File: config.mk
export PLATFORM = sky130hd
export DESIGN_NAME = cabin_cmd_conditioner
export DESIGN_NICKNAME = d
export VERILOG_FILES = /design/src/rtl/cabin_cmd_pkg.sv /design/src/rtl/cmd_debounce_ch.sv /design/src/rtl/cabin_cmd_conditioner.sv
export SDC_FILE = /design/constraint.sdc
export NUM_CORES = 1
export LEC_CHECK = 0
export ABC_AREA = 1
export CAP_MARGIN = 20
export CORE_MARGIN = 3
export CORE_UTILIZATION = 45
export DETAILED_ROUTE_END_ITERATION = 12
export PLACE_DENSITY = 0.78
export SYNTH_ARGS = -nofsm -noshare
export SYNTH_HDL_FRONTEND = slang
export SYNTH_SLANG_ARGS = --single-unit
File: constraint.sdc
create_clock -name clk -period 1.46 [get_ports clk]
set_input_delay 0.219 -clock clk [delete_from_list [all_inputs] [get_ports clk]]
set_output_delay 0.219 -clock clk [all_outputs]
set_load 0.01 [all_outputs]
File: src/rtl/cabin_cmd_pkg.sv
// ============================================================================
// Module   : cabin_cmd_pkg
// Brief    : Shared defaults and helpers for the cabin command conditioner.
// Revision : 1.0 - initial release
// ============================================================================
`default_nettype none

package cabin_cmd_pkg;

  localparam int CABIN_NUM_CH   = 4;
  localparam int CABIN_DEBOUNCE = 8;

  // The counter must be able to hold DEBOUNCE-1. It is never narrower than 1 bit.
  function automatic int cabin_cnt_width(input int debounce);
    return (debounce < 1) ? 1 : $clog2(debounce + 1);
  endfunction

endpackage : cabin_cmd_pkg

`default_nettype wire

File: src/rtl/cmd_debounce_ch.sv
// ============================================================================
// Module   : cmd_debounce_ch
// Brief    : Handles one command channel. It debounces the input, detects
//            edges and holds a pending rise while commands are blocked.
//            If CABIN_CMD_SYNC_EN is defined, a 2-FF input synchronizer is
//            added in front of the filter.
// Revision : 1.0 - initial release
// ============================================================================
`default_nettype none

module cmd_debounce_ch
  import cabin_cmd_pkg::*;
#(
  parameter int DEBOUNCE = CABIN_DEBOUNCE
) (
  input  logic clk,
  input  logic reset_n,
  input  logic allow_i,
  input  logic cmd_i,
  output logic level_o,
  output logic rise_o,
  output logic fall_o,
  output logic pending_o
);

  localparam int            CW      = cabin_cnt_width(DEBOUNCE);
  localparam logic [CW-1:0] CNT_MAX = CW'(DEBOUNCE - 1);

  logic s_in;

`ifdef CABIN_CMD_SYNC_EN
  logic [1:0] sync_q;

  always_ff @(posedge clk) begin
    if (!reset_n) sync_q <= '0;
    else          sync_q <= {sync_q[0], cmd_i};
  end

  assign s_in = sync_q[1];
`else
  assign s_in = cmd_i;
`endif

  logic [CW-1:0] cnt_q, cnt_d;
  logic          level_q, level_d;
  logic          rise_q, rise_d;
  logic          fall_q, fall_d;
  logic          pending_q, pending_d;
  logic          qual, qual_rise, qual_fall;

  always_comb begin
    qual      = (s_in != level_q) && (cnt_q == CNT_MAX);
    qual_rise = qual & s_in;
    qual_fall = qual & ~s_in;

    cnt_d   = ((s_in == level_q) || qual) ? '0 : cnt_q + 1'b1;
    level_d = qual ? s_in : level_q;

    // A fall always wins over a pending delivery.
    // This keeps rise and fall from pulsing together.
    rise_d = allow_i & ~qual_fall & (qual_rise | pending_q);
    fall_d = allow_i & qual_fall;

    pending_d = pending_q;
    if (qual_fall)                pending_d = 1'b0;
    else if (qual_rise & ~allow_i) pending_d = 1'b1;
    else if (allow_i)             pending_d = 1'b0;
  end

  always_ff @(posedge clk) begin
    if (!reset_n) begin
      cnt_q     <= '0;
      level_q   <= 1'b0;
      rise_q    <= 1'b0;
      fall_q    <= 1'b0;
      pending_q <= 1'b0;
    end else begin
      cnt_q     <= cnt_d;
      level_q   <= level_d;
      rise_q    <= rise_d;
      fall_q    <= fall_d;
      pending_q <= pending_d;
    end
  end

  assign level_o   = level_q;
  assign rise_o    = rise_q;
  assign fall_o    = fall_q;
  assign pending_o = pending_q;

endmodule : cmd_debounce_ch

`default_nettype wire

File: src/rtl/cabin_cmd_conditioner.sv
// ============================================================================
// Module   : cabin_cmd_conditioner
// Brief    : Conditions NUM_CH crew-panel commands. Each channel is debounced,
//            edge-detected and gated by allow_cmds. Defining
//            CABIN_CMD_SYNC_EN adds an input synchronizer on each channel.
// Revision : 1.0 - initial release
// ============================================================================
`default_nettype none

module cabin_cmd_conditioner
  import cabin_cmd_pkg::*;
#(
  parameter int NUM_CH   = CABIN_NUM_CH,
  parameter int DEBOUNCE = CABIN_DEBOUNCE
) (
  input  logic              clk,
  input  logic              reset_n,
  input  logic              allow_cmds,
  input  logic [NUM_CH-1:0] cmd_in,
  output logic [NUM_CH-1:0] cmd_level,
  output logic [NUM_CH-1:0] rise_pulse,
  output logic [NUM_CH-1:0] fall_pulse,
  output logic [NUM_CH-1:0] pending
);

  for (genvar i = 0; i < NUM_CH; i++) begin : g_ch
    cmd_debounce_ch #(
      .DEBOUNCE (DEBOUNCE)
    ) u_ch (
      .clk       (clk),
      .reset_n   (reset_n),
      .allow_i   (allow_cmds),
      .cmd_i     (cmd_in[i]),
      .level_o   (cmd_level[i]),
      .rise_o    (rise_pulse[i]),
      .fall_o    (fall_pulse[i]),
      .pending_o (pending[i])
    );
  end

endmodule : cabin_cmd_conditioner

`default_nettype wire

* Word level (Yosys, flattened, before mapping)
Index checks and enable logic that the tools add are counted.
Storage, ports and cells: bits in registers 32, input port bits 7, output and inout port bits 16, memories 0, ROM bits 0, latch bits 0, bits in writable memories 0
Operators by class: mux-type cells 5, eq/ne operators 12, bitwise logic cells 38, add/sub/neg operators 4, reductions and logical operators 20, divide/modulo/power cells 0, shift-type cells 0, magnitude comparators 0, $mul 0
Operators with widths (number):
- $and 1x1->1 | 24
- $add 4x1->4 const B | 4
- $eq 4x3->1 const B | 4
- $reduce_or 2->1 | 8
- $not 1->1 | 10
- $reduce_bool 2->1 | 4
- $mux 1 | 5
- $eq 1x1->1 | 4
- $logic_and 1x1->1 | 4
- $logic_or 1x1->1 | 4
- $ne 1x1->1 | 4
- $or 1x1->1 | 4

* Longest topological paths before layout
depth in word-level cells 6, mapped depth 7, depth with buffers taken out 7

* Cells and area by module
Synthesis repeated with hierarchy kept, for this count alone.
Second synthesis, totals: cells, all modules 156, area total of the unflattened synthesis 1266.2 um^2
By module, submodules not included:
- cmd_debounce_ch | area each 316.6 um^2, cells an instance 39, instances 4, seq. area each 160.2 um^2

* Worst setup path after synthesis
OpenSTA, ideal clock, no wires.
path type register -> register, from reg g_ch[0].u_ch.cnt_q[0], to reg g_ch[0].u_ch.cnt_q[0], slack 0.447 ns, arrival 0.897 ns, period minus slack after synthesis 1.013 ns, setup time 0.116 ns, buffers on the path 0, cell stages (with the launch flop) 6, path through dfxtp_1 -> ha_1 -> nand2_2 -> nor2_4 -> nand3b_1 -> nor2_1
Between the ends: word-level cells in the longest chain between the ends 4, elaborated cells on any way between the ends 5, classes of those cells add/sub: 1; eq/ne: 1; reduce/logical: 3
RTL lines:
- from (decl) | line cmd_debounce_ch.sv:44 | logic [CW-1:0] cnt_q, cnt_d;
- from (signal assigned) | line cmd_debounce_ch.sv:78 | cnt_q <= cnt_d;
- $eq 4x3->1 | line cmd_debounce_ch.sv:52 | qual = (s_in != level_q) && (cnt_q == CNT_MAX);
- $logic_and 1x1->1 | line cmd_debounce_ch.sv:52
- $logic_or 1x1->1 | line cmd_debounce_ch.sv:56 | cnt_d = ((s_in == level_q) || qual) ? '0 : cnt_q + 1'b1;
- $reduce_or 2->1 (no line)
Several ways; a longest one is shown, not always the timed one. A chain may end at the register's enable or synchronous reset.

* Worst setup path in the final report
from reg g_ch[3].u_ch.rise_q, to out rise_pulse[3]
RTL lines:
- from (decl) | line cmd_debounce_ch.sv:46 | logic rise_q, rise_d;
- from (signal assigned) | line cmd_debounce_ch.sv:80 | rise_q <= rise_d;
- to (decl) | line cabin_cmd_conditioner.sv:21 | output logic [NUM_CH-1:0] rise_pulse,
No word-level cell between the ends.

==> flow_metrics.tcl <==
set metrics [dict create \
    status "finished, final reports clean" \
    globalRouteOverflowTotal 0 \
    routedWlPerCell_um 10.6 \
    r2r-end "g_ch[2].u_ch.rise_o" \
    pwr_dens_nw_per_um2 1010 \
    cap_viol_max_count 0 \
    width_of_the_chip_um 61.2 \
    r2r_start "g_ch[2].u_ch.cnt_q[0]" \
    placeableCoreArea_um2 2830 \
    switching_power_uw 331 \
    antennaDiodeCount 0 \
    io_pins 23 \
    min_path_cells 1 \
    min_delay_worst_endpoint "g_ch[1].u_ch.cnt_q[0]" \
    relSlewSlack 0.841 \
    floorplan.initialDensity 0.484 \
    cts.hold.buffers_added 0 \
    clock.fmax_mhz 711 \
    cp_data_arrival_time_ns 1.19 \
    finalSetupViolations 0 \
    layout.area.seq_um2 641 \
    setup_total_negative_slack_ns 0 \
    synthesis.area_um2 1370 \
    worst-path-max-fanout 1 \
    cp_top_family "buffers and inverters" \
    peakVddDrop_mv 0.657 \
    tightest_slew_ns 0.238 \
    post_synthesis_net_count 179 \
    ant_nets 0 \
    post_cts_resize_count 4 \
    clock-sinks 32 \
    grt_start_max_net_pins 11 \
    final.fill_count 259 \
    final.setup_skew_ns 0.00740 \
    rows 19 \
    comb_power_share 0.046 \
    layoutNonFillerInstCount 213 \
    power.leakage_nw 0.802 \
    htreeDepth 2 \
    internal_power_mw 1.27 \
    grt_pass1_vias 939 \
    die_height_um 61.2 \
    synth_cells 168 \
    critPathSlowestCell "clkdlybuf4s50_1" \
    critical_path.cell_chain "clkdlybuf4s50_1" \
    criticalPathCategory "reg2out" \
    mean_cell_area_of_the_mapped_netlist_um2 8.16 \
    multi_input_comb_area_um2 534 \
    final_min_period_over_clock_period 0.964 \
    numPlacedInstances 205 \
    setup.worst_path.end_class "output pin" \
    fp.dieArea_um2 3740 \
    synthDistinctLibCells 13 \
    gp_congestion 0.763 \
    sw_frac_of_total 0.206 \
    worst_r2r_path_depth 7 \
    vias 965 \
    synth_sequential_area_ratio 0.468 \
    number_of_antenna_violations_at_the_first_check_in_global_routing 0 \
    area.growth.synth_to_final_pct 16.4 \
    timing.critical_path.from_type "flop" \
    clock_power_share 0.400 \
    worstPathBufferInverterCount 1 \
    half_perimeter_wire_length_of_the_detailed_placement_result_mm 1.79 \
    final-max-slew-violation-count 0 \
    drtIter0Drc 17 \
    layout-drive-gt1-share 0.110 \
    cts.clk_slew.worst_paths_ns 0.09 \
    timing.hold.worst.class "reg2reg" \
    firstDrtPassIters 4 \
    numnets_final 192 \
    unrepaired_setup_endpoints_after_global_routing "no" \
    timing.hold.worst.start "g_ch[1].u_ch.cnt_q[0]" \
    post-route-drc-count 0 \
    average_via_count_per_standard_cell 4.53 \
    r2r_setup_slack_ns 0.33 \
    slowest_delay_ns 0.53 \
    postRouteWirelength_mm 2.26 \
    power_frac_seq 0.555 \
    finalCriticalPeriod_ns 1.41 \
    clock_tree.buffer_depth 2 \
    grt_first_pass_wirelength_mm 3.77 \
    yosysWarnings 0 \
    finalHoldViolCount 0 \
    ys_seq_elements 32 \
    port-buffer-count 22 \
    cts-buffers-inserted 5 \
    postCtsSetupRepairBufs 0 \
    worstSkewPairLatency_ns 0.33 \
    clock_tree_from_tritoncts "yes" \
    crit_required_ns 1.24 \
    final_cell_mix "nor2_1 (32), dfxtp_1 (32), nand2_1 (29), inv_1 (18), clkdlybuf4s50_1 (12)" \
    grt_util_all_layers 0.142 \
    root_buffer "clkbuf_4" \
]
-- metrics by stage --
| stage | power (mW) | hold slack (ns) | utilization | worst slack, ns | area [um^2] |
|---|---|---|---|---|---|
| 2_1_floorplan | 0.953 | 0.291 | - | 0.447 | 1370 |
| 3_3_place_gp | 0.981 | 0.424 | 0.533 | 0.206 | 1510 |
| 3_5_place_dp | 0.984 | 0.439 | 0.533 | 0.157 | 1510 |
| 4_1_cts | 1.63 | 0.454 | 0.559 | 0.0129 | 1580 |
| 5_1_grt | 1.67 | 0.483 | 0.564 | 0.00750 | 1600 |
| 6_report | 1.61 | 0.447 | 0.564 | 0.0526 | 1600 |
-- registers in the layout (all words and copies together) (netlist names) --
register,flops
g_ch.u_ch.cnt_q,16
g_ch.u_ch.fall_o,4
g_ch.u_ch.level_o,4
g_ch.u_ch.pending_o,4
g_ch.u_ch.rise_o,4
-- cells by family (layout without fill, tap and decap cells) --
logic type / count (synthesis) / after routing / synth area share
XOR/XNOR: 8 / 8 / 0.0511
AND/OR/NAND/NOR: 81 / 81 / 0.273
adder cells (fa/ha/maj): 4 / 4 / 0.0365
flip-flops: 32 / 32 / 0.468
buffers and inverters: 35 / 49 / 0.142
AO/OA/AOI/OAI: 8 / 8 / 0.0292
-- area by class of cell --
cell class / count / area share
inverters: 18 / 0.0424
clock inverters: 2 / 0.0220
well taps: 31 / 0.0243
multi-input cells: 101 / 0.335
flip-flops and latches: 32 / 0.402
clock buffers: 6 / 0.0259
repair buffers: 23 / 0.149
-- how the worst max path moves through the flow --
| stage | from | end | slack, ns | cells past startpoint |
|---|---|---|---|---|
| 6_report | g_ch[3].u_ch.rise_o | rise_pulse[3] | 0.05 | 1 |
| 5_1_grt | g_ch[0].u_ch.rise_o | rise_pulse[0] | 0.008 | 1 |
| 3_5_place_dp | reset_n | g_ch[2].u_ch.rise_o | 0.16 | 5 |
| 3_3_place_gp | reset_n | g_ch[1].u_ch.cnt_q[3] | 0.21 | 4 |
| 4_1_cts | g_ch[0].u_ch.pending_o | pending[0] | 0.01 | 1 |
| 2_1_floorplan | g_ch[0].u_ch.cnt_q[0] | g_ch[0].u_ch.cnt_q[0] | 0.45 | 5 |
-- cell usage after synthesis (all sizes together) --
master,number,area [um^2]
nor2,36,165
inv,18,67.6
xnor2,4,35.0
nand2,37,159
buf,17,128
dfxtp,32,641
a21oi,8,40.0
xor2,4,35.0
nand3b,4,30.0
nand3,4,20.0
ha,4,50.1
-- metal layers --
| layer | global-route usage | vias to the layer above | share of wire |
|---|---|---|---|
| li1 | - | 521 | - |
| met2 | 0.233 | 29 | 0.49 |
| met4 | 0.0712 | 0 | 0.014 |
| met1 | 0.155 | 411 | 0.43 |
| met3 | 0.0650 | 4 | 0.067 |
| met5 | 0 | - | 0 |
-- power by group through the flow --
| stage | registers [mW] | logic [mW] | clock network (mW) |
|---|---|---|---|
| finish | 0.891 | 0.0731 | 0.642 |
| global route | 0.893 | 0.0839 | 0.692 |
| CTS | 0.891 | 0.0735 | 0.663 |
| detailed placement | 0.911 | 0.0729 | 0 |
| global placement | 0.910 | 0.0707 | 0 |
| floorplan | 0.910 | 0.0432 | 0 |
(Power assumes the default switching activity.)
